[src/rtl/demux1to4_dispatch.sv]
// One-to-four dispatcher: routes each accepted word to the holding register of
// the channel named by in_sel and counts the words each channel delivers.
//
// state | meaning (per channel k, encoded by valid_q[k])
// EMPTY | no word held, out_valid[k]=0, channel can take a word
// FULL  | word held in data_q[k], out_valid[k]=1, waiting for out_ready[k]
module demux1to4_dispatch #(
  parameter int WIDTH = 4
) (
  input  logic             clk,
  input  logic             rst,
  input  logic [WIDTH-1:0] in_data,
  input  logic [1:0]       in_sel,
  input  logic             in_valid,
  output logic             in_ready,
  output logic [WIDTH-1:0] out_data0,
  output logic [WIDTH-1:0] out_data1,
  output logic [WIDTH-1:0] out_data2,
  output logic [WIDTH-1:0] out_data3,
  output logic [3:0]       out_valid,
  input  logic [3:0]       out_ready,
  output logic [7:0]       xfer_cnt0,
  output logic [7:0]       xfer_cnt1,
  output logic [7:0]       xfer_cnt2,
  output logic [7:0]       xfer_cnt3
);

  typedef enum logic {
    EMPTY = 1'b0,
    FULL  = 1'b1
  } chan_state_t;

  chan_state_t      state_q [4];
  logic [WIDTH-1:0] data_q  [4];
  logic [7:0]       cnt_q   [4];
  logic [3:0]       valid_q;
  logic [3:0]       drain;
  logic             accept;

  always_comb begin
    for (int k = 0; k < 4; k++) begin
      valid_q[k] = (state_q[k] == FULL);
    end
  end

  // Only the addressed channel decides readiness, so a stalled channel never
  // blocks traffic to the others.
  assign in_ready = ~valid_q[in_sel] | out_ready[in_sel];
  assign accept   = in_valid & in_ready;
  assign drain    = valid_q & out_ready;

  always_ff @(posedge clk or posedge rst) begin
    if (rst) begin
      for (int k = 0; k < 4; k++) begin
        state_q[k] <= EMPTY;
        data_q[k]  <= '0;
        cnt_q[k]   <= '0;
      end
    end else begin
      for (int k = 0; k < 4; k++) begin
        // A load takes priority over a drain so a channel streams without a bubble.
        if (accept && (in_sel == 2'(k))) begin
          state_q[k] <= FULL;
          data_q[k]  <= in_data;
        end else if (drain[k]) begin
          state_q[k] <= EMPTY;
        end
        if (drain[k]) begin
          cnt_q[k] <= cnt_q[k] + 8'd1;
        end
      end
    end
  end

  assign out_valid = valid_q;
  assign out_data0 = data_q[0];
  assign out_data1 = data_q[1];
  assign out_data2 = data_q[2];
  assign out_data3 = data_q[3];
  assign xfer_cnt0 = cnt_q[0];
  assign xfer_cnt1 = cnt_q[1];
  assign xfer_cnt2 = cnt_q[2];
  assign xfer_cnt3 = cnt_q[3];

endmodule

[config.mk]
export PLATFORM = sky130hd
export DESIGN_NAME = demux1to4_dispatch
export DESIGN_NICKNAME = d
export VERILOG_FILES = /design/src/rtl/demux1to4_dispatch.sv
export SDC_FILE = /design/constraint.sdc
export NUM_CORES = 1
export LEC_CHECK = 0
export ABC_AREA = 0
export CORE_ASPECT_RATIO = 1.1
export CORE_MARGIN = 1
export CORE_UTILIZATION = 50
export CTS_BUF_LIST = sky130_fd_sc_hd__clkbuf_16
export DETAILED_ROUTE_END_ITERATION = 10
export PLACE_DENSITY = 0.84
export SLEW_MARGIN = 0
export SYNTH_ARGS = -nofsm -noshare
export SYNTH_HDL_FRONTEND = slang
export SYNTH_SLANG_ARGS = --single-unit
[constraint.sdc]
create_clock -name clk -period 3.1 [get_ports clk]
set_clock_uncertainty 0.1 [all_clocks]
set_input_delay 0.31 -clock clk [delete_from_list [all_inputs] [get_ports clk]]
set_output_delay 0.31 -clock clk [all_outputs]
set_load 0.05 [all_outputs]
==> results of run 1 <==
cell usage in the layout, fill, tap and decap left out, types with 3 or more instances in the layout:
cell | netlist | layout
ha_1 | 4 | 4
nand2b_1 | 4 | 4
mux2_4 | 4 | 4
clkdlybuf4s50_1 | 0 | 65
and4_1 | 3 | 3
nor2_1 | 5 | 5
nand2_1 | 25 | 25
and3_1 | 4 | 4
clkbuf_16 | 0 | 5
nor3_1 | 5 | 5
nand3_1 | 6 | 6
xor2_1 | 11 | 11
nand4_1 | 3 | 3
xnor2_1 | 17 | 17
dfrtp_1 | 52 | 52
mux2_2 | 16 | 16
worst max-delay path: cells and delay by family:
kind                   cells  cell delay, ns
muxes                      1            0.47
buffers and inverters      2            1.19
and+or+nand+nor            1            0.21
final cells by class:
class	instances	area share (%)
Inverter	1	0.124
Tap cell	52	2.14
Sequential cell	52	42.9
Multi-Input combinational cell	114	29.0
Clock buffer	5	4.12
Timing Repair Buffer	66	21.7
power breakdown:
part	leakage, nW	switching, mW	total [mW]	internal [mW]
Clock	0.0616	0.211	0.497	0.285
Combinational	0.627	0.750	1.17	0.425
Sequential	0.661	0.170	1.01	0.838
Total	1.35	1.13	2.68	1.55
routing by layer:
layer / GRT usage, % / vias up / routed length, µm
li1: - / 706 / -
met3: 8.12 / 5 / 307
met2: 36.0 / 47 / 2330
met4: 5.56 / 0 / 49
met5: 0 / - / 0
met1: 26.4 / 757 / 1860
kinds of logic after synthesis:
logic type / synth area share [%]
XOR/XNOR: 11.2
AO/OA/AOI/OAI: 0.228
flip-flops: 59.2
AND/OR/NAND/NOR: 14.5
multiplexers: 12.0
buffers and inverters: 0.683
adder cells (fa/ha/maj): 2.28
path summary, 6_finish.rpt:
check	startpoint	end	slack (ns)	cells past startpoint
max	out_ready[3]	in_ready	0.51	4
min	rst	xfer_cnt2[7]	0.14	2
max reg2reg	out_valid[1]	out_data1[3]	1.66	3
min reg2reg	xfer_cnt2[7]	xfer_cnt2[7]	0.38	1
max in group asynchronous	rst	xfer_cnt3[1]	1.97	3
min in group clk	xfer_cnt2[7]	xfer_cnt2[7]	0.38	1
cells in the mapped netlist, types with 4 or more instances:
| cell | count | area, µm² |
|---|---|---|
| mux2_4 | 4 | 60.1 |
| nor2_1 | 5 | 18.8 |
| ha_1 | 4 | 50.1 |
| mux2_2 | 16 | 180 |
| dfrtp_1 | 52 | 1300 |
| and3_1 | 4 | 25.0 |
| nand2_1 | 25 | 93.8 |
| nor3_1 | 5 | 25.0 |
| nand2b_1 | 4 | 25.0 |
| xnor2_1 | 17 | 149 |
| xor2_1 | 11 | 96.3 |
| nand3_1 | 6 | 30.0 |
sequential cells by signal (all words and copies together) (netlist names), 8 cells and up:
register	flops
xfer_cnt2	8
xfer_cnt0	8
xfer_cnt3	8
xfer_cnt1	8
==> out/qor.txt, run 1 <==
Largest net degree at the start of global routing = 45
Share of cells above drive strength 1 = 13.0%
IO Pins = 66
RSZ-0062 raised after global routing = no
Total Routing Usage GR = 21.6%
Setup crit end kind = output port
Crit path top cell by count = clkdlybuf4s50_1
HPWL after DPL = 3260 µm
Final slew viol count = 0
Setup repair bufs after CTS = 0
Post-Syn Instances = 168
Max-Cap Viols = 0
# rows = 24
Final setup margin = 0.510 ns
Netlist Area Pre-Place = 0.00220 mm²
Final hold vios = 0
Synth Register Bits = 52
Final nets = 257
Post-Syn Nets = 185
Power Density = 883 mW/mm²
Worst slew pin tran = 0.556 ns
Synth warn = 0
Crit path launch type = input pin
Iter 0 DRT Violations = 85
Antenna Violating Nets Remaining = 0
Hold Path Class = in2async
Area post-placement = 0.00291 mm²
Core area = 0.00408 mm²
Vias per inst = 5.22
Layout area overhead = 38.1%
Sequential area share after synthesis = 59.2%
Vias in the first global route = 1608
Starting Density = 53.8%
CTS buffer count = 5
Max VDD drop = 0.498 mV
Slowest cell on crit path = clkdlybuf4s50_1
Drt pass-1 iters = 4
FMAX = 0.386 GHz
Pwr Total = 2.68 mW
Final min period = 2.59 ns
Worst path arrival time = 2.18 ns
Cell Chain, Critical Path = clkdlybuf4s50_1 > nand2b_1 > mux4_2 > clkdlybuf4s50_1
Post-Place Cells = 285
Crit Path Category = in2out
Final Cycle Share = 83.5%
Crit path required time = 2.69 ns
Routed len/inst = 15.6 µm
Total Wirelength = 4540 µm
Clock Path Buffers = 2
Via count = 1515
Ys flop type = dfrtp_1
Highest net fanout along the worst path = 4
Grt ovf = 0
Register area = 0.00130 mm²
H-tree depth = 2
Routability Congestion = 0.792
I/O Buffers = 65
Die ar. = 0.00466 mm²
Worst-Skew Late Latency = 0.28 ns
Post-synth EDFFs = 0
CP peak stage delay = 0.73 ns
CTS root buffer = clkbuf_16
Die height = 71.5 µm
Outcome = complete, no violations
Clock input transition at the sequential cells of the worst setup and hold paths = 0.06 ns
Clk sinks = 52
Antenna Cells = 0
Setup violators final = 0
Leak = 1.35 nW
Final core occ = 74.3%
Die width = 65.2 µm
Non-Filler Instances = 290
Fillers = 284
DP Worst Slack = 0.521 ns
Post-synth ARST share = 100%
Unique masters post-synth = 23
Max_slew headroom = 62.9%
Area of the multi-input gates = 881 µm²
Setup TNS = 0 ns
Hold Slack = 0.143 ns
Syn Area/Cell = 13.1 µm²
Cts hold-fix bufs = 0
Post-cts sizing count = 0
Initial antenna violation count = 0
CTS tree = built
DRC = 0
Final instance area = 0.00303 mm²
First-pass GRT wire length = 7600 µm
Power figures use the tool's default switching activity.
==> run 2, diff against run 1 <==
--- a/config.mk
+++ b/config.mk
@@ -8,10 +8,10 @@
 export ABC_AREA = 0
 export CORE_ASPECT_RATIO = 1.1
 export CORE_MARGIN = 1
-export CORE_UTILIZATION = 50
+export CORE_UTILIZATION = 46
 export CTS_BUF_LIST = sky130_fd_sc_hd__clkbuf_16
 export DETAILED_ROUTE_END_ITERATION = 10
-export PLACE_DENSITY = 0.84
+export PLACE_DENSITY = 0.78
 export SLEW_MARGIN = 0
 export SYNTH_ARGS = -nofsm -noshare
 export SYNTH_HDL_FRONTEND = slang
==> constraint.sdc (replaced) <==
create_clock -name clk -period 2.67 [get_ports clk]
set_clock_uncertainty 0.1 [all_clocks]
set_input_delay 0.267 -clock clk [delete_from_list [all_inputs] [get_ports clk]]
set_output_delay 0.267 -clock clk [all_outputs]
set_load 0.05 [all_outputs]
==> out/qor.txt, run 2 (synthesis results as in run 1) <==
Final Cycle Share = 74.0%
Max-Cap Viols = 0 (unchanged)
WP buf/inv = 2 (unchanged)
Drt pass-1 iters = 4 (unchanged)
Leak = 1.35 nW (about the same)
Final nets = 257 (unchanged)
Routed len/inst = 13.6 µm (was 15.6 µm)
Total Routing Usage GR = 17.3% (was 21.6%)
Iter 0 DRT Violations = 68 (was 85)
Pwr Total = 3.07 mW (was 2.68 mW)
Setup repair bufs after CTS = 0 (unchanged)
Met1 GRT Util = 20.5% (was 26.4%)
Share of cells above drive strength 1 = 13.4% (was 13.0%)
Final min period = 1.98 ns
Crit path launch type = input pin (unchanged)
Initial antenna violation count = 0 (unchanged)
I/O Buffers = 65 (unchanged)
IO Pins = 66 (unchanged)
RSZ-0062 raised after global routing = no (unchanged)
Highest net fanout along the worst path = 4 (unchanged)
CP top delay family = buffers and inverters (unchanged)
Outcome = complete, no violations (unchanged)
Grt ovf = 0 (unchanged)
Via count = 1493 (was 1515)
GR Util met3 = 7.06% (was 8.12%)
Total Wirelength = 3990 µm (was 4540 µm)
Max VDD drop = 0.712 mV (was 0.498 mV)
CP peak stage delay = 0.48 ns (was 0.73 ns)
Routability Congestion = 0.728 (was 0.792)
Setup TNS = 0 ns (unchanged)
Met2 usage = 27.9% (was 36.0%)
Most frequent cells in the layout = clkdlybuf4s50_1, dfrtp_1, nand2_1 (unchanged)
Core area = 0.00462 mm² (was 0.00408 mm²)
Most common cell after layout, fill and taps aside = clkdlybuf4s50_1 (unchanged)
Power Density = 1010 mW/mm² (was 883 mW/mm²)
CTS root buffer = clkbuf_16 (unchanged)
Final instance area = 0.00305 mm² (was 0.00303 mm²)
Die height = 74.5 µm (was 71.5 µm)
Setup crit end kind = output port (unchanged)
Largest net degree at the start of global routing = 28 (was 45)
Cts hold-fix bufs = 0 (unchanged)
Area post-placement = 0.00292 mm² (was 0.00291 mm²)
Die ar. = 0.00506 mm² (was 0.00466 mm²)
Fillers = 389 (was 284)
HPWL after DPL = 2990 µm (was 3260 µm)
First-pass GRT wire length = 6360 µm (was 7600 µm)
Vias in the first global route = 1410 (was 1608)
Antenna Violating Nets Remaining = 0 (unchanged)
Clock Path Buffers = 2 (unchanged)
Slowest cell on crit path = mux4_2 (was clkdlybuf4s50_1)
Cell Chain, Critical Path = clkdlybuf4s50_1 > nand2b_1 > mux4_2 > buf_4 (was clkdlybuf4s50_1 > nand2b_1 > mux4_2 > clkdlybuf4s50_1)
Worst path arrival time = 1.61 ns (was 2.18 ns)
CTS buffer count = 5 (unchanged)
Crit path required time = 2.30 ns (was 2.69 ns)
Gr busiest metal = met2 (unchanged)
Antenna Cells = 0 (unchanged)
Crit Path Category = in2out (unchanged)
Max_slew headroom = 62.1% (was 62.9%)
Vias per inst = 5.08 (was 5.22)
Post-cts sizing count = 0 (unchanged)
Final slew viol count = 0 (unchanged)
Worst-Skew Late Latency = 0.28 ns (about the same)
Hold Path Class = in2async (unchanged)
Clock input transition at the sequential cells of the worst setup and hold paths = 0.06 ns (about the same)
Setup violators final = 0 (unchanged)
FMAX = 0.506 GHz
DRC = 0 (unchanged)
Starting Density = 47.6% (was 53.8%)
Worst slew pin tran = 0.568 ns (was 0.556 ns)
Layout area overhead = 38.8% (was 38.1%)
CTS tree = built (unchanged)
Setup slack, reg-to-reg = 1.22 ns (was 1.66 ns)
Final hold vios = 0 (unchanged)
Clk sinks = 52 (unchanged)
# rows = 26 (was 24)
H-tree depth = 2 (unchanged)
Die width = 67.9 µm (was 65.2 µm)
## run 2: area by class of cell
type / instances / area [µm²] / share of cell area, %
clock buffers: 5 / 125 / 4.10
well taps: 56 / 70.1 / 2.30
multi-input cells: 114 / 881 / 28.9
inverters: 1 / 3.75 / 0.123
repair buffers: 66 / 668 / 21.9
flip-flops and latches: 52 / 1300 / 42.7
## run 2: final timing paths
| check | to | depth (start not counted) | start |
|---|---|---|---|
| setup / recovery | in_ready | 4 | out_ready[3] |
| hold / removal | xfer_cnt3[7] | 2 | rst |
| setup reg to reg | out_data1[1] | 3 | out_valid[1] |
| hold reg to reg | xfer_cnt1[7] | 1 | xfer_cnt1[7] |
| max in group asynchronous | xfer_cnt0[4] | 3 | rst |
| min in group clk | xfer_cnt1[7] | 1 | xfer_cnt1[7] |
## run 2: layer usage
metal	vias up	part of all wire, %
met1	726	43
met2	43	49
met4	0	1.6
li1	719	-
met3	5	7.2
met5	-	0
## run 2: through the flow
stage               hold slack, ns  instances  setup slack (ns)  util, %
finish                       0.261        294             0.693     66.0
global route                 0.318        294             0.639     66.0
CTS                          0.275        294             0.681     66.0
detailed placement           0.367        289             0.686     63.3
global placement             0.358        289             0.701     63.3
floorplan                    0.277        168             0.864        -
## run 2: power breakdown
| group | internal (mW) | leakage [nW] | total (mW) | switching, mW |
|---|---|---|---|---|
| logic | 0.493 | 0.631 | 1.35 | 0.857 |
| clock network | 0.331 | 0.0616 | 0.562 | 0.231 |
| registers | 0.973 | 0.661 | 1.16 | 0.187 |
| total | 1.80 | 1.35 | 3.07 | 1.27 |
==> run 3, diff against run 2 <==
==> constraint.sdc (replaced) <==
create_clock -name clk -period 2 [get_ports clk]
set_clock_uncertainty 0.1 [all_clocks]
set_input_delay 0.2 -clock clk [delete_from_list [all_inputs] [get_ports clk]]
set_output_delay 0.2 -clock clk [all_outputs]
set_load 0.05 [all_outputs]
==> out/qor.txt, run 3 (synthesis results as in run 1) <==
Outcome = complete, no violations (unchanged)
Final slew viol count = 0 (unchanged)
Setup repair bufs after CTS = 0 (unchanged)
I/O Buffers = 65 (unchanged)
Worst slew pin tran = 0.514 ns (was 0.568 ns)
Die width = 67.9 µm (unchanged)
Initial antenna violation count = 0 (unchanged)
Routability Congestion = 0.722 (was 0.728)
Vias in the first global route = 1440 (was 1410)
Hold Path Class = in2async (unchanged)
Iter 0 DRT Violations = 77 (was 68)
Setup violators final = 0 (unchanged)
Critical path depth = 1 (was 4)
Crit path capture = xfer_cnt0[3] (was in_ready)
Starting Density = 47.6% (unchanged)
Via count = 1489 (was 1493)
Setup slack, reg-to-reg = 0.52 ns (was 1.22 ns)
CTS tree = built (unchanged)
Drt pass-1 iters = 4 (unchanged)
Largest net degree at the start of global routing = 53 (was 28)
Antenna Cells = 0 (unchanged)
Crit path required time = 1.70 ns (was 2.30 ns)
Area of the multi-input gates = 881 µm² (unchanged)
Max-Cap Viols = 0 (unchanged)
Total Wirelength = 4130 µm (was 3990 µm)
Share of cells above drive strength 1 = 14.1% (was 13.4%)
Final hold vios = 0 (unchanged)
Clock Path Buffers = 2 (unchanged)
Clock input transition at the sequential cells of the worst setup and hold paths = 0.07 ns (was 0.06 ns)
Crit Path Category = reg2out (was in2out)
CTS buffer count = 5 (unchanged)
Post-cts sizing count = 0 (unchanged)
Cells on worst reg2reg path = 3 (unchanged)
Worst path arrival time = 1.56 ns (was 1.61 ns)
Final core occ = 66.8% (was 66.0%)
Sw frac = 40.8% (was 41.5%)
Max VDD drop = 0.802 mV (was 0.712 mV)
Antenna Violating Nets Remaining = 0 (unchanged)
Crit Reg-Reg Startpoint = out_valid[1] (unchanged)
# rows = 26 (unchanged)
Total Routing Usage GR = 18.1% (was 17.3%)
Core area = 0.00462 mm² (unchanged)
WP buf/inv = 1 (was 2)
Crit path launch type = register (was input pin)
Routed len/inst = 13.9 µm (was 13.6 µm)
Clock Power Share = 21.8% (was 18.3%)
CP top delay family = buffers and inverters (unchanged)
RSZ-0062 raised after global routing = no (unchanged)
Power Density = 1390 mW/mm² (was 1010 mW/mm²)
Die ar. = 0.00506 mm² (unchanged)
Slowest cell on crit path = clkdlybuf4s50_1 (was mux4_2)
Seq pwr share = 36.1% (was 37.8%)
Leak = 1.38 nW (was 1.35 nW)
Clk sinks = 52 (unchanged)
DRC = 0 (unchanged)
Register area = 0.00130 mm² (unchanged)
Final Cycle Share = 92.9%
Worst r2r dst = out_data1[3] (was out_data1[1])
Worst Setup SP = xfer_cnt0[3] (was out_ready[3])
CTS root buffer = clkbuf_16 (unchanged)
Switching power total = 1.75 mW (was 1.27 mW)
Cell Chain, Critical Path = clkdlybuf4s50_1 (was clkdlybuf4s50_1 > nand2b_1 > mux4_2 > buf_4)
Setup crit end kind = output port (unchanged)
Grt ovf = 0 (unchanged)
Internal power = 2.54 mW (was 1.80 mW)
First-pass GRT wire length = 6580 µm (was 6360 µm)
Fillers = 363 (was 389)
Hold Slack = 0.188 ns (was 0.261 ns)
Most common cell after layout, fill and taps aside = clkdlybuf4s50_1 (unchanged)
HPWL after DPL = 2880 µm (was 2990 µm)
Vias per inst = 5.01 (was 5.08)
Cts hold-fix bufs = 0 (unchanged)
H-tree depth = 2 (unchanged)
Setup TNS = 0 ns (unchanged)
Final min period = 1.86 ns
Final nets = 257 (unchanged)
Max_slew headroom = 65.6% (was 62.1%)
Highest net fanout along the worst path = 5 (was 4)
Layout area overhead = 40.5% (was 38.8%)
FMAX = 0.538 GHz
Die height = 74.5 µm (unchanged)
Most frequent cells in the layout = clkdlybuf4s50_1, dfrtp_1, nand2_1 (unchanged)
CP peak stage delay = 0.84 ns (was 0.48 ns)
IO Pins = 66 (unchanged)
Logic pwr share = 42.1% (was 43.9%)
Worst-Skew Late Latency = 0.28 ns (about the same)
==> run 3: changes by cell type in the layout (fill, tap and decap cells not counted) <==
cell | previous run | this run
clkinv_2 | 0 | 1
inv_1 | 0 | 1
bufinv_16 | 0 | 1
==> run 3: tightest hold or removal path, delay by kind of cell <==
kind / cells / cell delay, ns
buf+inv: 3 / 0.75
==> run 3: routing by layer <==
| metal | routed length (µm) | up-vias | GRT usage, % |
|---|---|---|---|
| li1 | - | 715 | - |
| met3 | 234 | 6 | 5.98 |
| met5 | 0 | - | 0 |
| met2 | 1940 | 43 | 29.7 |
| met4 | 61 | 0 | 6.94 |
| met1 | 1890 | 725 | 21.9 |
==> run 3: per-stage QoR <==
step	setup WS (ns)	std cells	total power, mW	cell area, µm²
after floorplan	0.261	168	2.73	2200
after global placement	0.162	289	3.34	2920
after detailed placement	0.153	289	3.38	2920
after CTS	0.133	297	4.34	3090
after global routing	0.104	297	4.49	3090
final	0.141	297	4.29	3090
==> run 3: power groups by stage <==
stage,Sequential (mW),Combinational [mW],Clock (mW)
finish,1.55,1.81,0.937
global placement,1.56,1.78,0
CTS,1.55,1.82,0.960
detailed placement,1.57,1.82,0
global route,1.59,1.90,1.00
floorplan,2.39,0.340,0
==> run 3: cell type report <==
type / count / area share [%]
timing repair buffer: 66 / 21.6
tap: 56 / 2.27
clock inverter: 3 / 1.26
multi-input combinational: 114 / 28.5
sequential: 52 / 42.1
inverter: 1 / 0.122
clock buffer: 5 / 4.05
==> run 3: how the worst min path moves through the flow <==
| stage | cells past startpoint | slack (ns) | to |
|---|---|---|---|
| finish | 3 | 0.19 | xfer_cnt1[6] |
| global route | 3 | 0.23 | xfer_cnt3[1] |
| CTS | 3 | 0.20 | xfer_cnt1[6] |
| detailed placement | 1 | 0.36 | xfer_cnt0[7] |
| global placement | 1 | 0.36 | xfer_cnt0[7] |
| floorplan | 1 | 0.21 | out_valid[1] |
